**src/rtl/sccb_arbiter.sv**
```systemverilog
// sccb_arbiter: shares one SCCB write channel between the ROM config
// sequencer (port 0) and the runtime tuning source (port 1).
// Commands are serialised, port 0 is exclusive while cfg_lock is high,
// otherwise ports alternate on contention. The downstream ready handshake
// is supervised: ready must drop shortly after start and must return
// within the done timeout, or a sticky error is raised.
//
// state     | meaning
// ----------+--------------------------------------------------------------
// IDLE      | no command in flight; grant when ready high and a port eligible
// WAIT_DROP | start issued; waiting for ready to deassert (DROP_CYCLES max)
// WAIT_DONE | SCCB master busy; waiting for ready to return (timeout max)

module sccb_arbiter #(
    parameter int unsigned CLK_FREQ        = 25000000,
    parameter int unsigned DROP_CYCLES     = 4,
    parameter int unsigned DONE_TIMEOUT_US = 2000
) (
    input  logic        clk,
    input  logic        rst_n,

    input  logic        req0,
    input  logic [7:0]  addr0,
    input  logic [7:0]  data0,
    output logic        ack0,

    input  logic        req1,
    input  logic [7:0]  addr1,
    input  logic [7:0]  data1,
    output logic        ack1,

    input  logic        cfg_lock,
    input  logic        err_clr,

    input  logic        SCCB_interface_ready,
    output logic [7:0]  SCCB_interface_addr,
    output logic [7:0]  SCCB_interface_data,
    output logic        SCCB_interface_start,

    output logic        busy,
    output logic        grant_id,
    output logic        err_drop,
    output logic        err_timeout,
    output logic [15:0] txn_count
);

    localparam int unsigned TIMEOUT_CYCLES = (CLK_FREQ / 1000000) * DONE_TIMEOUT_US;
    localparam int unsigned TIMER_MAX      = (TIMEOUT_CYCLES > DROP_CYCLES) ? TIMEOUT_CYCLES
                                                                            : DROP_CYCLES;
    localparam int unsigned TW             = (TIMER_MAX > 1) ? $clog2(TIMER_MAX) : 1;

    // The timer counts down to zero; loading N-1 gives an N-cycle window.
    localparam logic [TW-1:0] DROP_LOAD = TW'(DROP_CYCLES - 1);
    localparam logic [TW-1:0] DONE_LOAD = TW'(TIMEOUT_CYCLES - 1);

    typedef enum logic [1:0] {
        IDLE      = 2'd0,
        WAIT_DROP = 2'd1,
        WAIT_DONE = 2'd2
    } state_t;

    state_t         state;
    logic [TW-1:0]  timer;
    logic           last;
    logic           elig0;
    logic           elig1;
    logic           grant_port;

    // Eligibility and round-robin pick; the lock only masks port 1.
    always_comb begin
        elig0      = req0;
        elig1      = req1 && !cfg_lock;
        grant_port = 1'b0;
        if (elig0 && elig1) begin
            grant_port = ~last;
        end else begin
            grant_port = elig1;
        end
    end

    // Arbitration FSM with registered outputs and handshake supervision.
    always_ff @(posedge clk) begin
        if (!rst_n) begin
            state                <= IDLE;
            timer                <= '0;
            last                 <= 1'b1;
            ack0                 <= 1'b0;
            ack1                 <= 1'b0;
            SCCB_interface_addr  <= '0;
            SCCB_interface_data  <= '0;
            SCCB_interface_start <= 1'b0;
            busy                 <= 1'b0;
            grant_id             <= 1'b0;
            err_drop             <= 1'b0;
            err_timeout          <= 1'b0;
            txn_count            <= '0;
        end else begin
            // A set later in this block overrides a simultaneous clear.
            if (err_clr) begin
                err_drop    <= 1'b0;
                err_timeout <= 1'b0;
            end

            case (state)
                IDLE: begin
                    if (SCCB_interface_ready && (elig0 || elig1)) begin
                        SCCB_interface_addr  <= grant_port ? addr1 : addr0;
                        SCCB_interface_data  <= grant_port ? data1 : data0;
                        SCCB_interface_start <= 1'b1;
                        ack0                 <= ~grant_port;
                        ack1                 <= grant_port;
                        grant_id             <= grant_port;
                        last                 <= grant_port;
                        timer                <= DROP_LOAD;
                        busy                 <= 1'b1;
                        state                <= WAIT_DROP;
                    end
                end

                WAIT_DROP: begin
                    SCCB_interface_start <= 1'b0;
                    ack0                 <= 1'b0;
                    ack1                 <= 1'b0;
                    if (!SCCB_interface_ready) begin
                        timer <= DONE_LOAD;
                        state <= WAIT_DONE;
                    end else if (timer == '0) begin
                        err_drop <= 1'b1;
                        busy     <= 1'b0;
                        state    <= IDLE;
                    end else begin
                        timer <= timer - TW'(1);
                    end
                end

                WAIT_DONE: begin
                    if (SCCB_interface_ready) begin
                        if (txn_count != 16'hFFFF) begin
                            txn_count <= txn_count + 16'd1;
                        end
                        busy  <= 1'b0;
                        state <= IDLE;
                    end else if (timer == '0) begin
                        err_timeout <= 1'b1;
                        busy        <= 1'b0;
                        state       <= IDLE;
                    end else begin
                        timer <= timer - TW'(1);
                    end
                end

                default: begin
                    busy  <= 1'b0;
                    state <= IDLE;
                end
            endcase
        end
    end

endmodule

```
**config.mk**
```make
export PLATFORM = sky130hd
export DESIGN_NAME = sccb_arbiter
export DESIGN_NICKNAME = d
export VERILOG_FILES = /design/src/rtl/sccb_arbiter.sv
export SDC_FILE = /design/constraint.sdc
export NUM_CORES = 1
export LEC_CHECK = 0
export CELL_PAD_IN_SITES_DETAIL_PLACEMENT = 0
export CELL_PAD_IN_SITES_GLOBAL_PLACEMENT = 1
export CORE_UTILIZATION = 30
export DETAILED_ROUTE_END_ITERATION = 10
export DONT_BUFFER_PORTS = 1
export GPL_ROUTABILITY_DRIVEN = 0
export PLACE_DENSITY_LB_ADDON = 0.05
export SYNTH_ARGS = -nofsm -noshare
export SYNTH_HDL_FRONTEND = slang
export SYNTH_SLANG_ARGS = --single-unit
```
**constraint.sdc**
```tcl
create_clock -name clk -period 2.55 [get_ports clk]
set_clock_uncertainty 0.15 [all_clocks]
set_input_delay 0.51 -clock clk [delete_from_list [all_inputs] [get_ports clk]]
set_output_delay 0.51 -clock clk [all_outputs]
set_load 0.02 [all_outputs]
```
* Word level (Yosys, flattened, before mapping)
Index checks and enable logic that the tools add are counted.
** Cells by class
- $add $sub $neg :: 2
- Eq/ne operators :: 6
- Mux-type cells :: 31
- Bitwise gates (word level) :: 2
- Reduce and logical (&&, ||, !) cells :: 14
** Operators by type and width (count)
- 16-bit two-way mux :: 4
- 16-bit case mux with 3 select lines :: 1
- 16-bit by 1-bit adder with 16-bit output (second input constant) :: 1
- 16-bit zero test :: 1
- 8-bit two-way mux :: 2
- 16-bit != test (second input constant) :: 1
- 16-bit by 1-bit subtractor with 16-bit output (second input constant) :: 1
- 1-bit two-way mux :: 15
- 2-bit two-way mux :: 4
- 2-bit != test (second input constant) :: 3
- 1-bit case mux with 2 select lines :: 3
- 2-bit case mux with 3 select lines :: 1
- 2-bit AND reduction :: 3
- 3-bit AND reduction :: 2
- 1-bit logical AND :: 3
- 1-bit case mux with 3 select lines :: 1
- 3-bit nonzero test :: 1
- 2-bit by 1-bit equality test with 1-bit output (second input constant) :: 1
- 2-bit equality test (second input constant) :: 1
- 2-bit zero test :: 1
- 1-bit inverter :: 2
- 2-bit nonzero test :: 1
- 1-bit zero test :: 1
- 1-bit logical OR :: 1
** Word-level totals
- Bits in registers :: 58
- Input port bits :: 39
- Output and inout port bits :: 39
- Word-level logic and storage cells :: 68

* Longest topological paths before layout
- Word-level depth :: 7
- Depth in mapped cells :: 9
- Gate-level depth less buffers :: 7

* Worst setup path before layout
No wires, ideal clock.
- Kind :: register -> register
- Start :: register state[0]
- End :: register timer[9]
- Library setup time :: 0.058 ns
- Data arrival time :: 2.040 ns
- Data required time :: 2.342 ns
- Slack :: 0.302 ns
- Stages on the path, launching flop included :: 10
- Buffers on the path :: 2
- Clock period less this slack :: 2.248 ns
- Cell sequence :: dfxtp_1 inv_1 ha_1 buf_2 nand2b_1 o211ai_2 or4_1 clkbuf_1 nor4_1 a211o_1
** Between the ends
- Cells in the longest elaborated chain, start to end :: 3
- Elaborated cells between the ends (all ways) :: 8
- Those cells by class :: eq/ne: 4; mux: 1; reduce/logical: 3
** Ends and longest elaborated chain
- start: declaration :: line 62 : state_t state;
- start signal: assignment :: line 84 : state <= IDLE;
- start signal: assignment :: line 116 : state <= WAIT_DROP;
- start signal: assignment :: line 126 : state <= WAIT_DONE;
- 2-bit equality test, or another cell as far along :: line 104 : case (state)
- 2-bit != test (no line) or 3-bit nonzero test (tied branches)
- 3-bit AND reduction (no line)
- end signal: assignment :: line 132 : timer <= timer - TW'(1);
- end signal: assignment :: line 148 : timer <= timer - TW'(1);
- end: declaration :: line 63 : logic [TW-1:0] timer;
Parallel ways exist; a longest one is shown, timed or not.
A chain may end at the register's enable or synchronous reset.

* Worst setup path after layout
Same ends and word-level chain as after synthesis.

==> flow_summary.json <==
{
  "outcome": "complete, no violations",
  "port_buffers": 0,
  "maxSlewHeadroom": 0.627,
  "clkTransAtPathRegs_ps": 80,
  "cts_hold_buf": 0,
  "final.period_utilization": 0.908,
  "grt.total_usage": 0.169,
  "dr.pass1.iters": 4,
  "cts-root-buf": "clkbuf_8",
  "min_path_type": "in -> reg",
  "ant_nets": 0,
  "synth_top_cell_by_area": "dfxtp_1",
  "synthFlopType": "dfxtp_1",
  "syn_inst": 360,
  "fmax_ghz": 0.432,
  "post_dp_cell_area_um2": 3290,
  "synth_fp_nets": 406,
  "die_x_um": 102,
  "cts.sinks": 58,
  "p_int_uw": 1700,
  "cts_made_buffers": 9,
  "pin_count": 78,
  "grt_pass1_wl_mm": 13.4,
  "finalSetupViolCount": 0,
  "rsz0062_at_grt": "no",
  "seq_area_frac_synth": 0.386,
  "start_util": 0.309,
  "num_vias": 2647,
  "critical_path_peak_fanout": 7,
  "antenna_found_initial": 0,
  "synth_area_um2": 3010,
  "gr-total-overflow": 0,
  "yosysTopAreaCellShare": 0.386,
  "cts_buffer_depth": 2,
  "cts_tree": "yes",
  "vias_per_cell": 5.13,
  "max_cap_violations": 0,
  "n_antenna_cell": 0,
  "syn_area_per_cell_um2": 8.36,
  "syn_to_final_growth_pct": 15.9,
  "use_met2": 0.284,
  "fillers": 1054,
  "seqPwrFrac": 0.411,
  "required_ps": 2690,
  "final_common_cell": "dfxtp_1",
  "grt_busiest_layer": "met2",
  "drive_above_1_share": 0.128,
  "wire_per_inst_um": 15.5,
  "power_density_nw_per_um2": 744,
  "fin_crit_ps": 2310,
  "hold_ws_ps": 162,
  "wirelength_mm": 7.98,
  "synth_cell_type_count": 56,
  "path_class": "reg -> reg",
  "die_h_um": 102,
  "netSwitchingFraction": 0.346,
  "power_frac_comb": 0.252,
  "drc": 0,
  "ir_drop_mv": 0.230,
  "grt_max_degree": 42,
  "drt-initial-drc-count": 71,
  "gr-usage-met3": 0.0520,
  "rows": 36,
  "setup-tns-final_ps": 0,
  "synth_edf_count": 0,
  "cts_setup_buffers": 0,
  "design_area_um2": 3490,
  "cp-end-kind": "flop",
  "grt_pass1_vias": 2598,
  "drv_slew": 0,
  "power_switching_uw": 898,
  "leakagePower_uw": 0.00137,
  "h-tree-depth": 3,
  "startpoint_type": "flop",
  "die-area_um2": 10400,
  "tightest_slew_ps": 555,
  "use_met1": 0.205,
  "hold_violations": 0,
  "async_flop_share": 0,
  "cts.repair.resized": 0,
  "core_um2": 9730,
  "clkPwrFrac": 0.337,
  "r2r_setup_slack_ps": 240,
  "clk_latency_ps": 350,
  "synth_seq_cells": 58,
  "arrival_ps": 2460,
  "synth_area_leaders": "dfxtp_1 39%, nor2_1 6.5%, mux2i_1 6.0%, a211oi_1 5.0%, ha_1 2.9%",
  "mostFrequentLayoutCells": "58 x dfxtp_1, 51 x nor2_1, 24 x buf_4",
  "ys_warn_count": 0,
  "nNetsFinal": 424,
  "post-dp-hpwl_mm": 6.04
}
## stage by stage
step,std cells,total power [uW],setup WS [ps],util
CTS,516,2640,233,0.359
detailed placement,500,1750,247,0.338
floorplan,360,1570,302,-
global placement,500,1750,325,0.338
global route,516,2780,86.9,0.359
finish,516,2600,236,0.359
## area by class of cell
type,count,area [um2],area share
multi-input combinational,274,1740,0.498
clock buffer,9,124,0.0355
clock inverter,7,78.8,0.0226
inverter,11,41.3,0.0118
tap,133,166,0.0477
sequential,58,1160,0.333
timing repair buffer,24,180,0.0516
## power groups by stage
stage	Sequential (uW)	Combinational (uW)	Clock, uW
CTS	1070	663	913
global route	1080	741	962
global placement	1090	661	0
finish	1070	654	874
detailed placement	1090	661	0
floorplan	1070	495	0
## per-layer routing
metal	share of wire	up-vias
li1	-	1368
met1	0.43	1211
met2	0.51	59
met3	0.051	9
met4	0.010	0
met5	0	-
## flip-flops by register name (all words and copies together) (netlist names)
name and flops:
err_timeout 1, last 1, txn_count 16, timer 16
busy 1, grant_id 1, SCCB_interface_addr 8, SCCB_interface_start 1
ack1 1, state 2, err_drop 1, ack0 1
SCCB_interface_data 8
## cell usage after synthesis (3+ instances only)
cell / count
a211oi_1: 20
a21o_1: 3
a21oi_1: 15
a22oi_1: 3
a31oi_1: 3
buf_2: 5
clkbuf_1: 11
dfxtp_1: 58
ha_1: 7
inv_1: 10
mux2i_1: 18
nand2_1: 23
nand2b_1: 3
nand3_1: 13
nand4_1: 8
nor2_1: 52
nor3_1: 8
nor4_1: 11
o211ai_1: 4
o21ai_0: 13
o21ai_1: 8
or3_1: 3
or4_1: 6
or4_4: 3
xnor2_1: 7
xor2_1: 7
## logic make-up (layout without fill, tap and decap cells)
| kind of cell | count (synthesis) | count (layout) | share of synthesized area |
|---|---|---|---|
| simple gates | 147 | 147 | 0.251 |
| fa+ha+maj | 7 | 7 | 0.0291 |
| buf+inv | 28 | 51 | 0.0382 |
| flops | 58 | 58 | 0.386 |
| compound gates | 88 | 88 | 0.195 |
| xor+xnor | 14 | 14 | 0.0407 |
| mux | 18 | 18 | 0.0598 |
## critical path, cell delays in order, from the launching register on
cell and delay, ps:
dfxtp_1 390, inv_1 100, ha_1 280, and2_1 230
or4_1 690, nor4_1 290, a211o_1 140
## worst paths after layout
| kind | end | cells past startpoint | startpoint |
|---|---|---|---|
| worst max register to register | timer[9] | 6 | state[0] |
| worst min register to register | last | 2 | last |
| worst max-delay path | timer[9] | 6 | state[0] |
| worst min-delay path | txn_count[4] | 2 | rst_n |
Power figures use the tool's default switching activity.
